--- src/rtl/gato_control_if.sv ---
// Button inputs and board/turn/result outputs of the tic-tac-toe game controller.
// Buttons are synchronized levels; outputs are registered, with no flow control.
interface gato_control_if;
  logic       btn_arriba;
  logic       btn_abajo;
  logic       btn_izq;
  logic       btn_der;
  logic       btn_marcar;
  logic       btn_reiniciar;
  logic [3:0] cuadrante_cursor;
  logic [8:0] tablero_x;
  logic [8:0] tablero_o;
  logic       turno;
  logic [1:0] estado_juego;
  logic [2:0] linea_ganadora;
  logic       jugada_invalida;

  modport master (
    output btn_arriba, btn_abajo, btn_izq, btn_der, btn_marcar, btn_reiniciar,
    input  cuadrante_cursor, tablero_x, tablero_o, turno, estado_juego,
           linea_ganadora, jugada_invalida
  );

  modport slave (
    input  btn_arriba, btn_abajo, btn_izq, btn_der, btn_marcar, btn_reiniciar,
    output cuadrante_cursor, tablero_x, tablero_o, turno, estado_juego,
           linea_ganadora, jugada_invalida
  );
endinterface

--- src/rtl/gato_control.sv ---
// Tic-tac-toe controller: cursor and mark events act at the press edge, and win/draw is settled one edge later.
// No backpressure: each cycle one button edge is taken by priority, and the other edges are dropped.
module gato_control #(
  parameter logic [3:0] CURSOR_INICIAL = 4'd5,
  parameter logic       PRIMER_JUGADOR = 1'b0
) (
  input logic           clk,
  input logic           reset_n,
  gato_control_if.slave bus
);

  typedef enum logic [1:0] {JUGANDO, EVALUAR, FIN} fase_t;

  localparam logic [8:0] LINEAS [8] = '{9'h007, 9'h038, 9'h1C0, 9'h049,
                                        9'h092, 9'h124, 9'h111, 9'h054};

  fase_t      r_fase;
  logic [5:0] r_btn_prev;
  logic [3:0] r_cursor;
  logic [8:0] r_tab_x;
  logic [8:0] r_tab_o;
  logic       r_turno;
  logic [1:0] r_estado;
  logic [2:0] r_linea;
  logic       r_invalida;

  logic [5:0] w_btn;
  logic [5:0] w_evt;
  logic [3:0] w_arriba, w_abajo, w_izq, w_der;
  logic [8:0] w_celda;
  logic       w_ocupada;
  logic [8:0] w_tablero;
  logic       w_gana;
  logic [2:0] w_linea;
  logic       w_lleno;

  // Bit order doubles as event priority: reiniciar is the MSB.
  assign w_btn = {bus.btn_reiniciar, bus.btn_marcar, bus.btn_arriba,
                  bus.btn_abajo, bus.btn_izq, bus.btn_der};
  assign w_evt = w_btn & ~r_btn_prev;

  assign w_arriba = (r_cursor > 4'd3) ? r_cursor - 4'd3 : r_cursor + 4'd6;
  assign w_abajo  = (r_cursor < 4'd7) ? r_cursor + 4'd3 : r_cursor - 4'd6;
  assign w_der    = (r_cursor == 4'd3 || r_cursor == 4'd6 || r_cursor == 4'd9)
                    ? r_cursor - 4'd2 : r_cursor + 4'd1;
  assign w_izq    = (r_cursor == 4'd1 || r_cursor == 4'd4 || r_cursor == 4'd7)
                    ? r_cursor + 4'd2 : r_cursor - 4'd1;

  assign w_celda   = 9'd1 << (r_cursor - 4'd1);
  assign w_ocupada = |((r_tab_x | r_tab_o) & w_celda);
  assign w_tablero = r_turno ? r_tab_o : r_tab_x;
  assign w_lleno   = &(r_tab_x | r_tab_o);

  // Scan from high to low so that the lowest matching line index is kept.
  always_comb begin
    w_gana  = 1'b0;
    w_linea = 3'd0;
    for (int i = 7; i >= 0; i--) begin
      if ((w_tablero & LINEAS[i]) == LINEAS[i]) begin
        w_gana  = 1'b1;
        w_linea = i[2:0];
      end
    end
  end

  always_ff @(posedge clk or negedge reset_n) begin
    if (!reset_n) begin
      r_fase     <= JUGANDO;
      r_btn_prev <= '1;
      r_cursor   <= CURSOR_INICIAL;
      r_tab_x    <= '0;
      r_tab_o    <= '0;
      r_turno    <= PRIMER_JUGADOR;
      r_estado   <= 2'b00;
      r_linea    <= 3'd0;
      r_invalida <= 1'b0;
    end else begin
      r_btn_prev <= w_btn;
      r_invalida <= 1'b0;
      if (w_evt[5]) begin
        r_fase   <= JUGANDO;
        r_cursor <= CURSOR_INICIAL;
        r_tab_x  <= '0;
        r_tab_o  <= '0;
        r_turno  <= PRIMER_JUGADOR;
        r_estado <= 2'b00;
        r_linea  <= 3'd0;
      end else begin
        case (r_fase)
          JUGANDO: begin
            if (w_evt[4]) begin
              if (w_ocupada) begin
                r_invalida <= 1'b1;
              end else begin
                if (r_turno) r_tab_o <= r_tab_o | w_celda;
                else         r_tab_x <= r_tab_x | w_celda;
                r_fase <= EVALUAR;
              end
            end else if (w_evt[3]) r_cursor <= w_arriba;
            else if (w_evt[2])     r_cursor <= w_abajo;
            else if (w_evt[1])     r_cursor <= w_izq;
            else if (w_evt[0])     r_cursor <= w_der;
          end
          EVALUAR: begin
            if (w_gana) begin
              r_estado <= r_turno ? 2'b10 : 2'b01;
              r_linea  <= w_linea;
              r_fase   <= FIN;
            end else if (w_lleno) begin
              r_estado <= 2'b11;
              r_fase   <= FIN;
            end else begin
              r_turno <= ~r_turno;
              r_fase  <= JUGANDO;
            end
          end
          FIN:     r_fase <= FIN;
          default: r_fase <= JUGANDO;
        endcase
      end
    end
  end

  assign bus.cuadrante_cursor = r_cursor;
  assign bus.tablero_x        = r_tab_x;
  assign bus.tablero_o        = r_tab_o;
  assign bus.turno            = r_turno;
  assign bus.estado_juego     = r_estado;
  assign bus.linea_ganadora   = r_linea;
  assign bus.jugada_invalida  = r_invalida;

endmodule

--- src/flat_wrapper.sv ---
// flat-port wrapper written by rule: the top's interface ports become plain ports
module gato_control_flat 
#(
  parameter logic [3:0] CURSOR_INICIAL = 4'd5,
  parameter logic       PRIMER_JUGADOR = 1'b0
)
  (clk, reset_n, bus_btn_arriba, bus_btn_abajo, bus_btn_izq, bus_btn_der, bus_btn_marcar, bus_btn_reiniciar, bus_cuadrante_cursor, bus_tablero_x, bus_tablero_o, bus_turno, bus_estado_juego, bus_linea_ganadora, bus_jugada_invalida);
  gato_control_if bus_i ();
  input logic clk;
  input logic reset_n;
  input wire logic [$bits(bus_i.btn_arriba)-1:0] bus_btn_arriba;
  input wire logic [$bits(bus_i.btn_abajo)-1:0] bus_btn_abajo;
  input wire logic [$bits(bus_i.btn_izq)-1:0] bus_btn_izq;
  input wire logic [$bits(bus_i.btn_der)-1:0] bus_btn_der;
  input wire logic [$bits(bus_i.btn_marcar)-1:0] bus_btn_marcar;
  input wire logic [$bits(bus_i.btn_reiniciar)-1:0] bus_btn_reiniciar;
  output wire logic [$bits(bus_i.cuadrante_cursor)-1:0] bus_cuadrante_cursor;
  output wire logic [$bits(bus_i.tablero_x)-1:0] bus_tablero_x;
  output wire logic [$bits(bus_i.tablero_o)-1:0] bus_tablero_o;
  output wire logic [$bits(bus_i.turno)-1:0] bus_turno;
  output wire logic [$bits(bus_i.estado_juego)-1:0] bus_estado_juego;
  output wire logic [$bits(bus_i.linea_ganadora)-1:0] bus_linea_ganadora;
  output wire logic [$bits(bus_i.jugada_invalida)-1:0] bus_jugada_invalida;
  assign bus_i.btn_arriba = bus_btn_arriba;
  assign bus_i.btn_abajo = bus_btn_abajo;
  assign bus_i.btn_izq = bus_btn_izq;
  assign bus_i.btn_der = bus_btn_der;
  assign bus_i.btn_marcar = bus_btn_marcar;
  assign bus_i.btn_reiniciar = bus_btn_reiniciar;
  assign bus_cuadrante_cursor = bus_i.cuadrante_cursor;
  assign bus_tablero_x = bus_i.tablero_x;
  assign bus_tablero_o = bus_i.tablero_o;
  assign bus_turno = bus_i.turno;
  assign bus_estado_juego = bus_i.estado_juego;
  assign bus_linea_ganadora = bus_i.linea_ganadora;
  assign bus_jugada_invalida = bus_i.jugada_invalida;
  gato_control #(.CURSOR_INICIAL(CURSOR_INICIAL), .PRIMER_JUGADOR(PRIMER_JUGADOR)) u_core (.clk(clk), .reset_n(reset_n), .bus(bus_i));
endmodule
--- config.mk ---
export PLATFORM = sky130hd
export DESIGN_NAME = gato_control_flat
export DESIGN_NICKNAME = d
export VERILOG_FILES = /design/src/rtl/gato_control_if.sv /design/src/rtl/gato_control.sv /design/src/flat_wrapper.sv
export SDC_FILE = /design/constraint.sdc
export NUM_CORES = 1
export LEC_CHECK = 0
export ABC_AREA = 0
export BUFFER_PORTS_ARGS = -buffer_cell sky130_fd_sc_hd__buf_2
export CORE_MARGIN = 3
export CORE_UTILIZATION = 40
export DETAILED_ROUTE_END_ITERATION = 10
export MAX_ROUTING_LAYER = met4
export SLEW_MARGIN = 25
export SYNTH_ARGS = -nofsm -noshare
export SYNTH_HDL_FRONTEND = slang
export SYNTH_SLANG_ARGS = --single-unit
export TNS_END_PERCENT = 20
--- constraint.sdc ---
create_clock -name clk -period 6.45 [get_ports clk]
set_input_delay 0.9675 -clock clk [delete_from_list [all_inputs] [get_ports clk]]
set_output_delay 0.9675 -clock clk [all_outputs]
set_load 0.1 [all_outputs]
After elaboration in Yosys (flattened, before gate mapping)
Index checks and enable logic that the tools add are counted.
Cells by class
  add/sub/neg operators: 8
  order comparisons: 2
  eq/ne operators: 23
  shift operators: 1
  multiplexer cells: 60
  bitwise operators: 7
  reduce and logical (&&, ||, !) cells: 21
Operator list (count)
  9-bit two-way mux: 11
  4-bit two-way mux: 11
  3-bit two-way mux: 11
  9-bit bitwise OR: 3
  3-bit equality test (second input constant): 8
  2-bit two-way mux: 10
  1-bit two-way mux: 16
  4-bit by 3-bit equality test with 1-bit output (second input constant): 3
  2-bit nonzero test: 5
  9-bit AND: 1
  9-bit AND reduction: 1
  9-bit OR reduction: 1
  1-bit by 4-bit left shift with 9-bit output (first input constant): 1
  4-bit by 2-bit adder with 4-bit output (second input constant): 2
  2-bit by 1-bit != test with 1-bit output (second input constant): 4
  4-bit AND reduction: 2
  4-bit by 2-bit subtractor with 4-bit output (second input constant): 2
  6-bit AND: 1
  6-bit inverter: 1
  2-bit one-hot mux with 3 select lines: 1
  2-bit AND reduction: 3
  3-bit AND reduction: 2
  5-bit nonzero test: 1
  4-bit by 1-bit adder with 4-bit output (second input constant): 1
  17 further kinds: 20
Storage, ports and cells
  register bits after elaboration: 37
  bits of input ports: 8
  output and inout port bits: 29
  word-level logic and storage cells: 131

Depth between registers and ports, before layout
Gate-level depths: netlist of run 1.
  depth after elaboration: 13
  mapped depth: 8
  depth with buffers taken out: 8

Worst setup path after synthesis of run 1
No wires, ideal clock.
  kind: register to register
  start point: reg u_core.r_cursor[1] (netlist: u_core.bus.cuadrante_cursor[1])
  end point: reg u_core.r_tab_x[7] (netlist: u_core.bus.tablero_x[7])
  setup time: 0.075 ns
  arrival time: 3.038 ns
  required time: 6.375 ns
  path slack: 3.337 ns
  stages on the path, launching flop included: 8
  buffers on the path: 0
  clock period less this slack: 3.113 ns
  cell sequence: dfrtp_1 inv_1 ha_1 xnor2_2 mux2_2 nor4_2 a21oi_1 nor2_1
Between the ends
  longest elaborated chain between the ends: 8
  elaborated cells on any way between the ends: 12
  classes of those cells: add/sub: 1; eq/ne: 1; shift: 1; mux: 5; bitwise: 2; reduce/logical: 2
Ends and longest elaborated chain
  from (decl): line gato_control.sv:19  | logic [3:0] r_cursor;
  from (signal assigned): line gato_control.sv:99  | end else if (w_evt[3]) r_cursor <= w_arriba;
  from (signal assigned): line gato_control.sv:100  | else if (w_evt[2]) r_cursor <= w_abajo;
  from (signal assigned): line gato_control.sv:101  | else if (w_evt[1]) r_cursor <= w_izq;
  4-bit by 1-bit subtractor with 4-bit output (*): line gato_control.sv:49  | assign w_celda = 9'd1 << (r_cursor - 4'd1);
  1-bit by 4-bit left shift with 9-bit output (*): line gato_control.sv:49
  9-bit bitwise OR: line gato_control.sv:96  | else r_tab_x <= r_tab_x | w_celda;
  9-bit two-way mux: line gato_control.sv:95  | if (r_turno) r_tab_o <= r_tab_o | w_celda;
  9-bit two-way mux: line gato_control.sv:92  | if (w_ocupada) begin
  9-bit two-way mux: line gato_control.sv:91  | if (w_evt[4]) begin
  9-bit two-way mux: line gato_control.sv:89  | case (r_fase)
  9-bit two-way mux: line gato_control.sv:80  | if (w_evt[5]) begin
  to (signal assigned): line gato_control.sv:96
  to (decl): line gato_control.sv:20  | logic [8:0] r_tab_x;
Mark *: on every way between the ends. The rest lies on a longest branch, timed or not. The select of a mux whose other input is x is not followed.
A chain may end at the register's enable or synchronous reset.

Final worst setup path of run 1
  start point: reg u_core.r_cursor[1] (netlist: u_core.bus.cuadrante_cursor[1])
  end point: reg u_core.r_tab_x[5] (netlist: u_core.bus.tablero_x[5])
Same word-level chain as after synthesis.

==> results of run 1 <==
final cells by class:
cell class | count | area, um^2
clock buffer | 5 | 68.8
clock inverter | 3 | 17.5
fill | 559 | 2960
inverter | 9 | 33.8
multi-input combinational | 233 | 1450
sequential | 37 | 936
tap | 72 | 90.1
timing repair buffer | 37 | 188
through the flow:
stage	cells	util
final	396	0.484
after global routing	396	0.484
after CTS	396	0.484
after detailed placement	388	0.469
after global placement	388	0.469
after floorplan	289	-
metal layers:
metal,vias up,track usage
met5,-,-
met4,0,0.0475
met3,6,0.0353
met2,78,0.310
met1,1115,0.279
li1,1130,-
logic make-up (layout without fill, tap and decap cells):
logic type,after synthesis,count (layout),synth area share
DFF,37,37,0.380
and+or+nand+nor,112,112,0.238
AOI/OAI and AO/OA,100,100,0.249
muxes,6,6,0.0259
buffers and inverters,19,54,0.0320
xor gates and xnor gates,3,3,0.0137
adders and majority gates,12,12,0.0610
final timing paths:
kind	start	end	slack [ns]	cells past startpoint
setup / recovery	u_core.bus.cuadrante_cursor[1]	u_core.bus.tablero_x[5]	3.69	7
hold / removal	u_core.bus.linea_ganadora[1]	u_core.bus.linea_ganadora[1]	0.51	2
setup reg to reg	u_core.bus.cuadrante_cursor[1]	u_core.bus.tablero_x[5]	3.69	7
hold reg to reg	u_core.bus.linea_ganadora[1]	u_core.bus.linea_ganadora[1]	0.51	2
max in group asynchronous	reset_n	u_core.bus.cuadrante_cursor[3]	5.15	1
min in group asynchronous	reset_n	u_core.bus.tablero_o[5]	0.78	1
where the power goes:
| group | switching [mW] | internal [mW] |
|---|---|---|
| combinational | 0.506 | 0.200 |
| clock | 0.0849 | 0.0746 |
| sequential | 0.107 | 0.272 |
flip-flops by register name, indices dropped and copies added, names as in the netlist:
register,count
u_core.bus.cuadrante_cursor,4
u_core.bus.estado_juego,2
u_core.bus.linea_ganadora,3
u_core.bus.turno,1
u_core.r_fase,2
u_core.bus.jugada_invalida,1
u_core.bus.tablero_o,9
u_core.bus.tablero_x,9
u_core.r_btn_prev,6
Yosys cell counts (3+ instances only):
cell type / count
a21oi_1: 33
nor2_1: 32
dfrtp_1: 29
nand2_1: 25
o21ai_0: 20
ha_1: 12
nor2b_1: 11
nand2b_1: 10
a31oi_1: 9
dfstp_2: 8
inv_1: 8
o22ai_1: 8
nand3_1: 7
clkbuf_1: 5
nand4_1: 5
o21ai_1: 5
nor3_1: 4
a211oi_1: 3
a41oi_1: 3
buf_2: 3
mux2_2: 3
mux2i_1: 3
nand3b_1: 3
worst register-to-register path, cell delays in order (launching register included):
cell and delay [ns]:
dfrtp_1 0.56, inv_1 0.26, ha_1 0.33, xnor2_2 0.43, mux2_2 0.47, nor4_2 0.41
a21oi_1 0.13, nor2_1 0.10
cell usage in the layout, fill, tap and decap left out, types with 3 or more instances in the layout:
cell,synthesis,layout
nor2b_1,11,11
inv_1,8,8
clkbuf_8,0,5
nand3_1,7,7
nand2b_1,10,10
a211oi_1,3,3
nand2_1,25,25
dfrtp_1,29,29
ha_1,12,12
mux2_2,3,3
mux2i_1,3,3
dfstp_2,8,8
nand3b_1,3,3
a41oi_1,3,3
a21oi_1,33,33
nor2_1,32,32
a31oi_1,9,9
o21ai_1,5,5
o22ai_1,8,8
nand4_1,5,5
nor3_1,4,4
o21ai_0,20,20
buf_2,3,36
==> metrics.log, run 1 <==
INFO  metric run_status = finished clean
INFO  metric setup_repair_after_global_routing_missed_its_margin = false
INFO  metric postSynthCellCount = 289
INFO  metric min_period_over_period = 0.428
INFO  metric maxClockFrequency = 362 MHz
INFO  metric grt_util_all_layers = 0.202
INFO  metric routed_wire_length_per_instance = 17.0 um
INFO  metric fp-row-count = 27
INFO  metric synth-async-reset-ratio = 1.00
INFO  metric antenna_violating_nets_left = 0
INFO  metric grt.overflow.total = 0
INFO  metric slowest_stage_delay_cp = 0.56 ns
INFO  metric cp_num_buf_inv = 1
INFO  metric setup-tns-final = 0 ns
INFO  metric grt_pass1_vias = 2264
INFO  metric category_of_the_worst_setup_path_launch_point = register
INFO  metric cts.reportedPaths.clkPinSlew = 0.08 ns
INFO  metric die_h = 84.4 um
INFO  metric wl_met1 = 3260 um
INFO  metric antennaDiodeCount = 0
INFO  metric timing.max_slew.rel_slack = 0.338
INFO  metric yosysUniqueCellTypes = 53
INFO  metric grt_start_max_net_pins = 38
INFO  metric design.final.nets = 343
INFO  metric finalWorstPathRequiredPeriod = 2.76 ns
INFO  metric synth.top_cell.area_share = 0.295
INFO  metric synth.area.top_cells = dfrtp_1, dfstp_2, a21oi_1, ha_1, nor2_1
INFO  metric number_of_synthesized_flops_with_an_enable_pin = 0
INFO  metric predominant_post_synthesis_flop_cell = dfrtp_1
INFO  metric worst_slew_pin_slew = 0.978 ns
INFO  metric first_pass_grt_wire_length = 11500 um
INFO  metric clkLatencyLatePin = 0.29 ns
INFO  metric wl_met2 = 3010 um
INFO  metric critical_path.top_delay_family = flip-flops
INFO  metric critPathRequiredTime = 6.67 ns
INFO  metric top_level_ports = 37
INFO  metric htree_num_levels = 2
INFO  metric dieArea = 0.00713 mm^2
INFO  metric clock-sinks = 37
INFO  metric crit_fanout = 10
INFO  metric hold_path.class = reg2reg
INFO  metric number_of_search_and_repair_iterations_in_the_first_detailed_routing_pass = 4
INFO  metric via_per_inst = 5.88
INFO  metric synthToLayoutAreaGrowth = 13.0%
INFO  metric slowest_stage = dfrtp_1
INFO  metric p_total = 1.24 mW
INFO  metric p_leak = 1.22 nW
INFO  metric clockBufferDepth = 2
INFO  metric place_hpwl = 4710 um
INFO  metric finalWirelength = 6720 um
INFO  metric power-per-cell-area = 448 mW/mm^2
INFO  metric skew = 0.0129 ns
INFO  metric irDropWorstVdd = 0.310 mV
INFO  metric synth_largest_area_cell = dfrtp_1
INFO  metric drt_drc_violations_left = 0
INFO  metric antenna_violations_before_repair = 0
INFO  metric fin_hold_ws = 0.506 ns
INFO  metric layout-drive-gt1-share = 0.198
INFO  metric met3_wirelength = 406 um
INFO  metric dpl_cell_area = 0.00269 mm^2
INFO  metric final_cell_area = 0.00278 mm^2
INFO  metric ctsHoldBuffers = 0
INFO  metric count_of_port_buffers_added_during_placement = 36
INFO  metric synthesis.yosys.warnings = 0
INFO  metric hold_viol = 0
INFO  metric drv_slew = 0
INFO  metric cts_setup_buffers = 0
INFO  metric gpl.final_weighted_congestion = 0.876
INFO  metric fin_ws = 3.69 ns
INFO  metric top_signal_layer_used = met4
INFO  metric synth_area = 0.00246 mm^2
INFO  metric coreArea = 0.00574 mm^2
INFO  metric dieWidth = 84.4 um
INFO  metric drv_cap = 0
INFO  metric timing.critical_path.cells = inv_1 > ha_1 > xnor2_2 > mux2_2 > nor4_2 > a21oi_1 > nor2_1
INFO  metric via_count = 2329
INFO  metric worst_ep_arrival_time = 2.98 ns
INFO  metric syn_area_per_cell = 8.51 um^2
INFO  metric dp_slack = 3.66 ns
INFO  metric worst-setup-path-type = reg2reg
INFO  metric tritoncts = built
INFO  metric initial_core_util = 0.428
INFO  metric cts.repair.resized = 0
INFO  metric drt_iter0_drc = 224
INFO  metric post_synthesis_sequential_area_ratio = 0.380
INFO  metric final-setup-viol-count = 0
INFO  metric cts-buffers-inserted = 5
INFO  metric syn_nets = 309
INFO  metric endpoint_kind = register
INFO  metric clock_tree.root_cell = clkbuf_8
INFO  metric synth-seq-cells = 37
(Power assumes the default switching activity.)
==> run 2, diff against run 1 <==
Clock period 6.45 ns to 2.8 ns, I/O delays scaled along.
==> metrics.log, run 2 (same netlist as run 1, synthesis figures left out) <==
INFO  metric run_status = finished clean
INFO  metric antenna_violating_nets_left = 0
INFO  metric critPathRequiredTime = 3.00 ns
INFO  metric setup_repair_after_global_routing_missed_its_margin = false
INFO  metric hold_viol = 0
INFO  metric p_total = 2.94 mW
INFO  metric clkLatencyLatePin = 0.28 ns
INFO  metric fin_ws = 0.250 ns
INFO  metric via_count = 2373
INFO  metric final_cell_area = 0.00283 mm^2
INFO  metric timing.max_slew.rel_slack = 0.416
INFO  metric ctsHoldBuffers = 0
INFO  metric fillers = 588
INFO  metric drv_cap = 0
INFO  metric skew = 0.00634 ns
INFO  metric count_of_port_buffers_added_during_placement = 36
INFO  metric cts_setup_buffers = 0
INFO  metric tritoncts = built
INFO  metric antennaDiodeCount = 0
INFO  metric setup-tns-final = 0 ns
INFO  metric most-common-layout-cells = buf_2, a21oi_1, nor2_1, dfrtp_1, nand2_1
INFO  metric timing.hold.worst.start = bus_btn_der
INFO  metric design.final.nets = 348
INFO  metric cts.repair.resized = 0
INFO  metric post_layout_nonfiller_instances = 401
INFO  metric clock-sinks = 37
INFO  metric drt_drc_violations_left = 0
INFO  metric top_level_ports = 37
INFO  metric reg2reg_from = u_core.bus.cuadrante_cursor[2]
INFO  metric clockBufferDepth = 2
INFO  metric finalWirelength = 6820 um
INFO  metric cts.reportedPaths.clkPinSlew = 0.07 ns
INFO  metric worstSetupStartpoint = u_core.bus.cuadrante_cursor[2]
INFO  metric grt_start_max_net_pins = 38
INFO  metric most_common_cell_after_layout_fill_and_taps_aside = buf_2
INFO  metric drv_slew = 0
INFO  metric number_of_search_and_repair_iterations_in_the_first_detailed_routing_pass = 4
INFO  metric coreArea = 0.00574 mm^2
INFO  metric crit_fanout = 18
INFO  metric initial_core_util = 0.428
INFO  metric htree_num_levels = 2
INFO  metric routed_wire_length_per_instance = 17.0 um
INFO  metric slowest_stage = dfstp_2
INFO  metric category_of_the_worst_setup_path_launch_point = register
INFO  metric grt_pass1_vias = 2241
INFO  metric place_hpwl = 4790 um
INFO  metric layout-drive-gt1-share = 0.213
INFO  metric dieWidth = 84.4 um
INFO  metric grt.overflow.total = 0
INFO  metric worst_slew_pin_slew = 0.876 ns
INFO  metric synthToLayoutAreaGrowth = 15.2%
INFO  metric timing.critical_path.cells = ha_1 > nor3b_1 > nor2_1 > a221oi_1 > o21ai_0 > a2111oi_0 > a31oi_1
INFO  metric dpl_cell_area = 0.00274 mm^2
INFO  metric dp_slack = 0.227 ns
INFO  metric hold_path.class = in2reg
INFO  metric irDropWorstVdd = 0.567 mV
INFO  metric finalWorstPathRequiredPeriod = 2.55 ns
INFO  metric antenna_violations_before_repair = 0
INFO  metric worst_ep_arrival_time = 2.75 ns
INFO  metric p_leak = 1.25 nW
INFO  metric fp-row-count = 27
INFO  metric slowest_stage_delay_cp = 0.73 ns
INFO  metric placedCellCount = 393
INFO  metric drt_iter0_drc = 297
INFO  metric min_period_over_period = 0.911
INFO  metric cts-buffers-inserted = 5
INFO  metric gpl.final_weighted_congestion = 0.919
INFO  metric via_per_inst = 5.92
INFO  metric clock_tree.root_cell = clkbuf_8
INFO  metric die_h = 84.4 um
INFO  metric critical_path.top_delay_family = compound AO/OA/AOI/OAI gates
INFO  metric maxClockFrequency = 392 MHz
INFO  metric final-setup-viol-count = 0
INFO  metric grt_util_all_layers = 0.201
INFO  metric endpoint_kind = register
INFO  metric worst-setup-path-type = reg2reg
INFO  metric power-per-cell-area = 1040 mW/mm^2
INFO  metric cp_num_buf_inv = 0
INFO  metric first_pass_grt_wire_length = 11500 um
INFO  metric dieArea = 0.00713 mm^2
==> run 2: changes by cell type in the layout (fill, tap and decap cells not counted), sizes merged <==
cell | previous run | this run
clkinvlp | 1 | 0
clkbuf | 5 | 6
buf | 37 | 42
==> run 2: cell type report <==
| type | count | area [um^2] | share of cell area |
|---|---|---|---|
| sequential | 37 | 941 | 0.332 |
| multi-input combinational | 233 | 1460 | 0.516 |
| clock buffer | 6 | 72.6 | 0.0256 |
| tap | 72 | 90.1 | 0.0318 |
| timing repair buffer | 42 | 225 | 0.0795 |
| clock inverter | 2 | 10.0 | 0.00353 |
| inverter | 9 | 33.8 | 0.0119 |
==> run 2: report_power, final <==
group | leakage [nW] | total, mW | internal [mW] | switching, mW
clock network | 0.0450 | 0.360 | 0.173 | 0.188
logic | 0.725 | 1.74 | 0.514 | 1.23
registers | 0.483 | 0.842 | 0.633 | 0.209
==> run 2: final timing paths <==
check / slack, ns / cells past startpoint / endpoint
worst max-delay path: 0.25 / 7 / u_core.bus.cuadrante_cursor[2]
worst min-delay path: 0.24 / 1 / u_core.r_btn_prev[0]
worst max register to register: 0.25 / 7 / u_core.bus.cuadrante_cursor[2]
worst min register to register: 0.50 / 2 / u_core.bus.linea_ganadora[0]
max in group asynchronous: 1.96 / 1 / u_core.bus.cuadrante_cursor[1]
min in group asynchronous: 0.25 / 1 / u_core.bus.estado_juego[0]
==> run 2: metrics by stage <==
step / utilization / hold slack (ns)
after floorplan: - / 0.124
after global placement: 0.476 / 0.483
after detailed placement: 0.476 / 0.478
after CTS: 0.491 / 0.230
after global routing: 0.493 / 0.221
final: 0.493 / 0.237
==> run 2: layer usage <==
layer,global-route usage,routed length (um),vias up
li1,-,-,1139
met1,0.289,3130,1128
met2,0.298,3140,102
met3,0.0402,521,4
met4,0.0331,29,0
met5,-,0,-
==> run 2: worst register-to-register path, stage by stage (launching register included) <==
cell,delay [ns]
dfstp_2,0.73
ha_1,0.36
nor3b_1,0.33
nor2_1,0.08
a221oi_1,0.29
o21ai_0,0.15
a2111oi_0,0.42
a31oi_1,0.09
==> run 3, diff against run 2 <==
Settings changed: CORE_ASPECT_RATIO from default to 1.2, CTS_BUF_LIST from default to sky130_fd_sc_hd__clkbuf_4.
==> metrics.log, run 3 (same netlist as run 1, synthesis figures left out) <==
INFO  metric run_status = finished clean
INFO  metric gpl.final_weighted_congestion = 0.909
INFO  metric most-common-layout-cells = buf_2, a21oi_1, nor2_1, dfrtp_1, nand2_1
INFO  metric hold_viol = 0
INFO  metric maxClockFrequency = 393 MHz
INFO  metric crit_fanout = 10
INFO  metric reg2reg_setup_slack = 0.26 ns
INFO  metric final-setup-viol-count = 0
INFO  metric drt_drc_violations_left = 0
INFO  metric category_of_the_worst_setup_path_launch_point = register
INFO  metric critPathRequiredTime = 3.06 ns
INFO  metric coreArea = 0.00582 mm^2
INFO  metric reg2reg_to = u_core.bus.cuadrante_cursor[0]
INFO  metric drt_iter0_drc = 207
INFO  metric skew = 0.0136 ns
INFO  metric grt_pass1_vias = 2319
INFO  metric die_h = 91.9 um
INFO  metric dieWidth = 77.6 um
INFO  metric cts.repair.resized = 0
INFO  metric worst-setup-path-type = reg2reg
INFO  metric p_leak = 1.24 nW
INFO  metric antenna_violating_nets_left = 0
INFO  metric initial_core_util = 0.423
INFO  metric layout-drive-gt1-share = 0.216
INFO  metric fp-row-count = 30
INFO  metric tritoncts = built
INFO  metric fillers = 571
INFO  metric setup_repair_after_global_routing_missed_its_margin = false
INFO  metric clock-sinks = 37
INFO  metric p_sw_frac = 0.564
INFO  metric antennaDiodeCount = 0
INFO  metric hold_path.class = in2async
INFO  metric worst_slew_pin_slew = 0.831 ns
INFO  metric number_of_search_and_repair_iterations_in_the_first_detailed_routing_pass = 4
INFO  metric dieArea = 0.00713 mm^2
INFO  metric power.switching = 1.60 mW
INFO  metric power-per-cell-area = 1010 mW/mm^2
INFO  metric irDropWorstVdd = 0.756 mV
INFO  metric clkLatencyLatePin = 0.34 ns
INFO  metric reg2reg_from = u_core.bus.cuadrante_cursor[1]
INFO  metric finalWorstPathRequiredPeriod = 2.54 ns
INFO  metric drv_slew = 0
INFO  metric via_per_inst = 5.82
INFO  metric ctsHoldBuffers = 0
INFO  metric power.clock.fraction = 0.100
INFO  metric grt_start_max_net_pins = 38
INFO  metric htree_num_levels = 2
INFO  metric cts-buffers-inserted = 5
INFO  metric setup-tns-final = 0 ns
INFO  metric routed_wire_length_per_instance = 16.5 um
INFO  metric count_of_port_buffers_added_during_placement = 36
INFO  metric most_common_cell_after_layout_fill_and_taps_aside = buf_2
INFO  metric p_seq_frac = 0.298
INFO  metric place_hpwl = 4760 um
INFO  metric worst_ep_arrival_time = 2.80 ns
INFO  metric clockBufferDepth = 2
INFO  metric cts.reportedPaths.clkPinSlew = 0.12 ns
INFO  metric grt_util_all_layers = 0.203
INFO  metric finalWirelength = 6750 um
INFO  metric min_period_over_period = 0.908
INFO  metric endpoint_kind = register
INFO  metric comb_power_frac = 0.602
INFO  metric synthToLayoutAreaGrowth = 14.1%
INFO  metric p_total = 2.84 mW
INFO  metric cts_setup_buffers = 0
INFO  metric antenna_violations_before_repair = 0
INFO  metric drv_cap = 0
INFO  metric clock_tree.root_cell = clkbuf_4
INFO  metric first_pass_grt_wire_length = 11400 um
INFO  metric grt.overflow.total = 0
INFO  metric p_int = 1.24 mW
INFO  metric reg2reg_depth = 8
INFO  metric top_level_ports = 37
INFO  metric design.final.nets = 348
INFO  metric timing.max_slew.rel_slack = 0.446
INFO  metric via_count = 2382
==> run 3: changes by cell type in the layout (fill, tap and decap cells not counted) <==
cell | previous run | this run
clkbuf_4 | 0 | 6
clkbuf_8 | 5 | 0
clkbuf_1 | 1 | 0
nor4b_2 | 1 | 2
nor4b_4 | 1 | 0
==> run 3: worst max-delay path, stage by stage, from the launching register on <==
cell and delay, ns:
dfrtp_2 0.50, inv_1 0.27, ha_1 0.33, nand2b_1 0.14
a21oi_2 0.31, nor2_1 0.07, or4_1 0.50, o22a_1 0.22
o21ai_1 0.13
==> run 3: area by class of cell <==
class,count,area [um^2],share of cell area
clock buffer,6,45.0,0.0160
clock inverter,2,10.0,0.00357
inverter,9,33.8,0.0120
multi-input combinational,233,1450,0.517
sequential,37,941,0.335
tap,80,100,0.0357
timing repair buffer,42,225,0.0802
==> run 3: power groups by stage <==
stage	logic (mW)	clock network [mW]	registers [mW]
floorplan	0.869	0	1.29
global placement	1.68	0	0.851
detailed placement	1.68	0	0.851
CTS	1.69	0.296	0.842
global route	1.85	0.318	0.867
finish	1.71	0.284	0.847
==> run 3: worst max path at each step <==
stage                                   startpoint                              to  slack [ns]  cells after the start
CTS                 u_core.bus.cuadrante_cursor[2]         u_core.bus.tablero_o[7]        0.20                      8
detailed placement  u_core.bus.cuadrante_cursor[2]         u_core.bus.tablero_o[7]        0.24                      8
global placement    u_core.bus.cuadrante_cursor[2]         u_core.bus.tablero_x[3]        0.30                      8
finish              u_core.bus.cuadrante_cursor[1]  u_core.bus.cuadrante_cursor[0]        0.26                      8
floorplan           u_core.bus.cuadrante_cursor[1]         u_core.bus.tablero_x[7]         0.1                      7
global route        u_core.bus.cuadrante_cursor[2]         u_core.bus.tablero_o[6]        0.09                      8
==> run 3: metrics by stage <==
stage,area [um^2],util,hold slack [ns],std cells,worst slack (ns)
3_5_place_dp,2750,0.472,0.484,401,0.239
3_3_place_gp,2750,0.472,0.480,401,0.301
6_report,2810,0.483,0.168,409,0.258
5_1_grt,2810,0.483,0.162,409,0.0852
2_1_floorplan,2460,-,0.124,289,0.0996
4_1_cts,2800,0.481,0.166,409,0.196
==> run 3: per-layer routing <==
metal  track usage  vias to the layer above  wire length (um)  share of wire
met5             -                        -                 0              0
met4        0.0964                        0               186          0.028
met3        0.0265                       18               295          0.044
met2         0.316                       81              3180           0.47
met1         0.261                     1137              3090           0.46
li1              -                     1146                 -              -
